`src/rtl/mem_ctrl_pkg.sv`:
```
// Shared types for the memory access controller.
//   size_e  : access size encoding as presented on req_size
//   state_e : controller FSM states
//   access_fault() : flags misaligned or illegal-size accesses
package mem_ctrl_pkg;

  typedef enum logic [1:0] {
    SIZE_BYTE    = 2'b00,
    SIZE_HALF    = 2'b01,
    SIZE_WORD    = 2'b10,
    SIZE_ILLEGAL = 2'b11
  } size_e;

  typedef enum logic [1:0] {
    ST_IDLE  = 2'b00,
    ST_READ  = 2'b01,
    ST_WRITE = 2'b10,
    ST_RESP  = 2'b11
  } state_e;

  function automatic logic access_fault(input size_e size, input logic [1:0] byte_off);
    logic fault;
    case (size)
      SIZE_BYTE: fault = 1'b0;
      SIZE_HALF: fault = byte_off[0];
      SIZE_WORD: fault = |byte_off;
      default:   fault = 1'b1;
    endcase
    return fault;
  endfunction

endpackage

```
`src/rtl/mem_lane_align.sv`:
```
// Combinational byte-lane steering for the memory access controller.
// Ports:
//   word        : word currently read from memory
//   byte_off    : byte offset of the access within the word
//   size        : access size (size_e encoding)
//   is_unsigned : zero-extend loads when 1, sign-extend when 0
//   store_data  : right-aligned store data
//   load_data   : addressed lane extracted and extended
//   merged      : word with the store lanes replaced, other bytes kept
module mem_lane_align
  import mem_ctrl_pkg::*;
#(
  parameter int DATA_WIDTH = 32
) (
  input  logic [DATA_WIDTH-1:0] word,
  input  logic [1:0]            byte_off,
  input  logic [1:0]            size,
  input  logic                  is_unsigned,
  input  logic [DATA_WIDTH-1:0] store_data,
  output logic [DATA_WIDTH-1:0] load_data,
  output logic [DATA_WIDTH-1:0] merged
);

  logic [4:0]            lane_shift;
  logic [DATA_WIDTH-1:0] shifted;
  logic [DATA_WIDTH-1:0] lane_mask;

  assign lane_shift = {byte_off, 3'b000};
  assign shifted    = word >> lane_shift;

  always_comb begin
    load_data = word;
    lane_mask = '1;
    case (size)
      SIZE_BYTE: begin
        load_data = {{(DATA_WIDTH-8){~is_unsigned & shifted[7]}}, shifted[7:0]};
        lane_mask = DATA_WIDTH'(8'hFF) << lane_shift;
      end
      SIZE_HALF: begin
        load_data = {{(DATA_WIDTH-16){~is_unsigned & shifted[15]}}, shifted[15:0]};
        lane_mask = DATA_WIDTH'(16'hFFFF) << lane_shift;
      end
      default: begin
        load_data = word;
        lane_mask = '1;
      end
    endcase
  end

  // Store data is right-aligned, so it is shifted up into the addressed lane
  // and the mask drops any bits above the access size.
  assign merged = (word & ~lane_mask) | ((store_data << lane_shift) & lane_mask);

endmodule

```
`src/rtl/mem_access_ctrl.sv`:
```
// Load/store controller in front of a word memory with combinational read
// and synchronous write. Sub-word stores are done as read-modify-write.
// Ports:
//   clk, rst_n                    : clock, async active-low reset
//   req_valid/req_ready           : request handshake (ready only in IDLE)
//   req_write/size/unsigned/addr/wdata : access description (byte address)
//   resp_valid/rdata/error        : one-cycle completion pulse and result
//   mem_address/write_data/write_enable/read_data : word memory port
//
// state    | meaning
// ST_IDLE  | waiting for a request; req_ready high
// ST_READ  | word read: load extract, or sub-word store merge
// ST_WRITE | single-cycle memory write
// ST_RESP  | resp_valid pulse, then back to IDLE
module mem_access_ctrl
  import mem_ctrl_pkg::*;
#(
  parameter int DATA_WIDTH    = 32,
  parameter int ADDRESS_WIDTH = 30
) (
  input  logic                     clk,
  input  logic                     rst_n,
  input  logic                     req_valid,
  output logic                     req_ready,
  input  logic                     req_write,
  input  logic [1:0]               req_size,
  input  logic                     req_unsigned,
  input  logic [ADDRESS_WIDTH+1:0] req_addr,
  input  logic [DATA_WIDTH-1:0]    req_wdata,
  output logic                     resp_valid,
  output logic [DATA_WIDTH-1:0]    resp_rdata,
  output logic                     resp_error,
  output logic [ADDRESS_WIDTH-1:0] mem_address,
  output logic [DATA_WIDTH-1:0]    mem_write_data,
  output logic                     mem_write_enable,
  input  logic [DATA_WIDTH-1:0]    mem_read_data
);

  state_e                   state, state_next;
  logic [ADDRESS_WIDTH-1:0] addr_q;
  logic [1:0]               off_q;
  size_e                    size_q;
  logic                     write_q;
  logic                     uns_q;
  logic [DATA_WIDTH-1:0]    wdata_q;
  logic [DATA_WIDTH-1:0]    merged_q;
  logic [DATA_WIDTH-1:0]    rdata_q;
  logic                     err_q;

  logic                     accept;
  logic                     fault;
  logic [DATA_WIDTH-1:0]    load_data;
  logic [DATA_WIDTH-1:0]    merged;

  assign req_ready = (state == ST_IDLE);
  assign accept    = req_valid && req_ready;
  assign fault     = access_fault(size_e'(req_size), req_addr[1:0]);

  mem_lane_align #(
    .DATA_WIDTH (DATA_WIDTH)
  ) u_lane_align (
    .word        (mem_read_data),
    .byte_off    (off_q),
    .size        (size_q),
    .is_unsigned (uns_q),
    .store_data  (wdata_q),
    .load_data   (load_data),
    .merged      (merged)
  );

  always_ff @(posedge clk or negedge rst_n) begin
    if (!rst_n) begin
      state <= ST_IDLE;
    end else begin
      state <= state_next;
    end
  end

  always_comb begin
    state_next = state;
    case (state)
      ST_IDLE: begin
        if (req_valid) begin
          if (fault)
            state_next = ST_RESP;
          else if (req_write && (size_e'(req_size) == SIZE_WORD))
            state_next = ST_WRITE;
          else
            state_next = ST_READ;
        end
      end
      ST_READ:  state_next = write_q ? ST_WRITE : ST_RESP;
      ST_WRITE: state_next = ST_RESP;
      ST_RESP:  state_next = ST_IDLE;
      default:  state_next = ST_IDLE;
    endcase
  end

  always_ff @(posedge clk or negedge rst_n) begin
    if (!rst_n) begin
      addr_q   <= '0;
      off_q    <= '0;
      size_q   <= SIZE_BYTE;
      write_q  <= 1'b0;
      uns_q    <= 1'b0;
      wdata_q  <= '0;
      merged_q <= '0;
      rdata_q  <= '0;
      err_q    <= 1'b0;
    end else if (accept) begin
      addr_q   <= req_addr[ADDRESS_WIDTH+1:2];
      off_q    <= req_addr[1:0];
      size_q   <= size_e'(req_size);
      write_q  <= req_write;
      uns_q    <= req_unsigned;
      wdata_q  <= req_wdata;
      rdata_q  <= '0;
      err_q    <= fault;
    end else if (state == ST_READ) begin
      if (write_q)
        merged_q <= merged;
      else
        rdata_q  <= load_data;
    end
  end

  assign mem_address      = addr_q;
  assign mem_write_enable = (state == ST_WRITE);
  assign mem_write_data   = (state != ST_WRITE) ? '0 :
                            (size_q == SIZE_WORD) ? wdata_q : merged_q;
  assign resp_valid       = (state == ST_RESP);
  assign resp_error       = (state == ST_RESP) && err_q;
  assign resp_rdata       = (state == ST_RESP) ? rdata_q : '0;

endmodule

```
`config.mk`:
```
export PLATFORM = sky130hd
export DESIGN_NAME = mem_access_ctrl
export DESIGN_NICKNAME = d
export VERILOG_FILES = /design/src/rtl/mem_ctrl_pkg.sv /design/src/rtl/mem_lane_align.sv /design/src/rtl/mem_access_ctrl.sv
export SDC_FILE = /design/constraint.sdc
export NUM_CORES = 1
export LEC_CHECK = 0
export ABC_AREA = 1
export BUFFER_PORTS_ARGS = -buffer_cell sky130_fd_sc_hd__buf_2
export CAP_MARGIN = 20
export CORE_AREA = 5 5 125 127
export DETAILED_ROUTE_END_ITERATION = 12
export DIE_AREA = 0 0 130 132
export PLACE_DENSITY = 0.79
export RECOVER_POWER = 25
export SLEW_MARGIN = 30
export SYNTH_ARGS = -nofsm -noshare
export SYNTH_HDL_FRONTEND = slang
export SYNTH_SLANG_ARGS = --single-unit
```
`constraint.sdc`:
```
create_clock -name clk -period 2.15 [get_ports clk]
set_input_delay 0 -clock clk [delete_from_list [all_inputs] [get_ports clk]]
set_output_delay 0 -clock clk [all_outputs]
set_load 0.05 [all_outputs]
```
==> Implementation_results.wiki <==
{| class="wikitable"
! Metric !! Value
|-
| Number of cell instances on the worst register-to-register path || 7
|-
| Port bufs || 200
|-
| Final worst clock skew || 0.008648 ns
|-
| Routed via count divided by cell count || 5.392
|-
| Path type of the worst min-delay path || input port to flop
|-
| Transition time at the pin with the least slew margin || 1.087 ns
|-
| Crit share post-route || 95.37%
|-
| Mean Syn Cell Area || 6.863 um^2
|-
| Pre-CTS setup slack || 0.1197 ns
|-
| Reported net switching power || 8.704 mW
|-
| Synth-to-Final Area Change || 36.08%
|-
| Final Routed Wirelength || 26,280 um
|-
| Total track usage || 31.04%
|-
| Worst vdd rail ir drop || 1096 uV
|-
| Worst stage delay on the critical path || 0.40 ns
|-
| Async set-or-reset flop fraction in the synthesized netlist || 100.0%
|-
| Clock-pin transition on the worst setup and hold timing paths || 0.06 ns
|-
| GRT overflow || 0
|-
| Relative slew slack || 27.54%
|-
| Ys Warns || 0
|-
| Maximum number of pins on one net before global-route repair || 71
|-
| Startpoint type of the worst setup path || flop
|-
| Largest cells by area after synthesis || dfrtp_1 46%, nand2_1 25%, o21ai_0 6.7%
|-
| CP Max Fanout || 34
|-
| Portion of total power attributed to the clock network || 17.8%
|-
| Master of the slowest instance on the critical path || dfrtp_1
|-
| Summed negative setup slack over all endpoints || 0 ns
|-
| Clock latency reported for the late side of the worst-skew pair || 0.43 ns
|-
| Max Transition Viols Final || 0
|-
| Cell count after synthesis || 1,081
|-
| Post-synth EDFFs || 0
|-
| Net count after synthesis || 1,189
|-
| First-pass GRT wire length || 42,190 um
|-
| Number of library cell types mapped by synthesis || 24
|-
| Setup repair after global routing missed its margin || no
|-
| Cell taking the most area after synthesis || dfrtp_1
|-
| CP Cell Sequence || inv_1 -> ha_1 -> buf_12 -> o21ai_0 -> a21oi_2 -> buf_2
|-
| Total number of placement rows || 44
|-
| Deepest level of the CTS H-tree || 4
|-
| Type of the worst setup path || flop to output pin
|-
| DR iter-0 viols || 900
|-
| Most used standard cell by instance count after synthesis || nand2_1
|-
| Cell Area, Synth || 7418 um^2
|-
| First drt pass iteration count || 6
|-
| Sequential fraction of design power || 26.6%
|-
| Leakage Power || 5.735 nW
|-
| Core area || 14,310 um^2
|-
| Power share of the combinational group || 55.7%
|-
| Design internal power || 7.929 mW
|-
| Chip width || 130 um
|-
| Most frequent cells after synthesis || 501 x nand2_1, 135 x dfrtp_1, 99 x o21ai_0
|-
| Power per cell area || 1648 nW/um^2
|-
| Clock period minus worst slack || 2.050 ns
|-
| Share of the synthesized area in the top cell type || 45.54%
|-
| Outcome || completed
|-
| Number of global-route vias before repair || 8,270
|-
| Residual DRC || 0
|-
| Number of antenna repair diodes || 0
|-
| Die outline area || 17,160 um^2
|-
| CP Data Arrival Time || 2.05 ns
|-
| Effective utilization at floorplan || 51.83%
|-
| # clock sinks || 135
|-
| Net total in the final layout || 1,452
|-
| Switching share of total power || 52.33%
|-
| Chip Height || 132 um
|-
| Number of failing setup endpoints in the final timing report || 0
|-
| Flop and latch count out of synthesis || 135
|-
| Ports placed on the boundary || 201
|-
| Cell count of the worst hold path || 5
|-
| Antenna viol nets, final || 0
|-
| Share of final-layout standard cells stronger than drive strength 1 || 21.61%
|-
| Overall power consumption || 16.63 mW
|-
| Number of buffers created by CTS || 17
|-
| Post-layout worst setup margin || 0.09963 ns
|-
| Final weighted congestion in routability-driven placement || 0.9617
|-
| HPWL after DPL || 17,480 um
|-
| Maximum capacitance violations || 0
|-
| Required time of the critical path || 2.15 ns
|-
| TritonCTS clock tree || yes
|-
| Clock tree root driver cell || clkbuf_16
|-
| Top FF cell, synth || dfrtp_1
|-
| Peak Freq || 487.7 MHz
|-
| Initial antenna violation count || 0
|-
| Share of the yosys chip area belonging to registers || 45.54%
|-
| Type of element capturing the critical path || output pin
|-
| Wire length per cell || 17.06 um
|-
| Number of buffers between clock root and the deepest sink || 2
|-
| Count of endpoints failing hold in the final timing report || 0
|-
| DR vias || 8,304
|}
[placed cells by master, fill, tap and decap left out, drive strengths merged]
| master | n |
|---|---|
| nand2 | 507 |
| buf | 216 |
| dfrtp | 135 |
| o21ai | 99 |
| inv | 96 |
| dlygate4sd3 | 85 |
| nand3 | 56 |
| a21oi | 52 |
| nor2 | 48 |
| clkbuf | 28 |
| o211ai | 10 |
| o22ai | 8 |
| ha | 5 |
| clkinv | 5 |
| clkinvlp | 2 |
| bufinv | 2 |
| nand3b | 1 |
| or2 | 1 |
[worst max-delay path, delay by kind of cell, from the launching register on]
kind | cells | cell delay [ns]
buffers and inverters | 3 | 0.63
flip-flops | 1 | 0.40
AO/OA/AOI/OAI | 2 | 0.36
adder cells (fa/ha/maj) | 1 | 0.23
[final timing paths]
path,from,end,slack (ns)
max,state[0],mem_write_data[10],0.1
min,mem_read_data[15],rdata_q[15],0.009
max reg2reg,off_q[1],rdata_q[26],0.22
min reg2reg,merged_q[13],merged_q[13],0.47
max in group asynchronous,rst_n,rdata_q[22],0.53
min in group asynchronous,rst_n,wdata_q[11],0.29
[stage by stage]
stage | std cells | hold WS [ns] | utilization, % | instance area, um^2
global route | 1540 | 0.02642 | 70.52 | 10090
floorplan | 1081 | -0.2956 | - | 7512
global placement | 1423 | 0.03618 | 60.52 | 8663
detailed placement | 1423 | 0.03305 | 60.52 | 8663
CTS | 1540 | 0.001794 | 70.66 | 10110
finish | 1540 | 0.009395 | 70.52 | 10090
[what timing repair did]
item	4_1_cts	5_1_grt
gates cloned	0	0
pin swaps	1	0
gates resized for setup	0	3
setup buffers	1	0
setup endpoints to repair	1	17
hold endpoints to repair	132	0
hold buffers	85	0
[registers in the layout, indices dropped and copies added (netlist names), 2 cells and up]
register / count
mem_address: 30
merged_q: 32
off_q: 2
rdata_q: 32
size_q: 2
state: 2
wdata_q: 32
[kinds of logic (layout without fill, tap and decap cells)]
| logic type | Yosys count | count (layout) | synth area share (%) |
|---|---|---|---|
| AO/OA/AOI/OAI | 169 | 169 | 11.87 |
| adder cells (fa/ha/maj) | 5 | 5 | 0.8433 |
| AND/OR/NAND/NOR | 613 | 613 | 32.75 |
| buffers and inverters | 159 | 434 | 8.989 |
| flip-flops | 135 | 135 | 45.54 |
[layout make-up]
type,instances,area [um^2]
fill,1127,4219
multi-input combinational,787,3477
sequential,135,3378
timing repair buffer,306,2052
clock buffer,23,498.0
inverter,97,364.1
tap,184,230.2
clock inverter,8,95.09
[power groups by stage]
| stage | logic, mW | registers, mW | clock network [mW] |
|---|---|---|---|
| final | 9.26 | 4.42 | 2.95 |
| after global routing | 10.1 | 4.53 | 3.07 |
| after CTS | 9.11 | 4.36 | 2.94 |
| after detailed placement | 8.94 | 4.36 | 0 |
| after global placement | 8.80 | 4.37 | 0 |
| after floorplan | 5.99 | 5.09 | 0 |
[routing by layer]
metal	vias to the layer above	track usage [%]	share of wire [%]	wire length, um
li1	3885	-	-	-
met3	74	7.010	9.7	2549
met4	0	12.64	3.4	894
met1	3842	41.65	40	10590
met5	-	0	0	0
met2	503	48.62	47	12250
No activity file was read; power rests on OpenSTA's default activity.
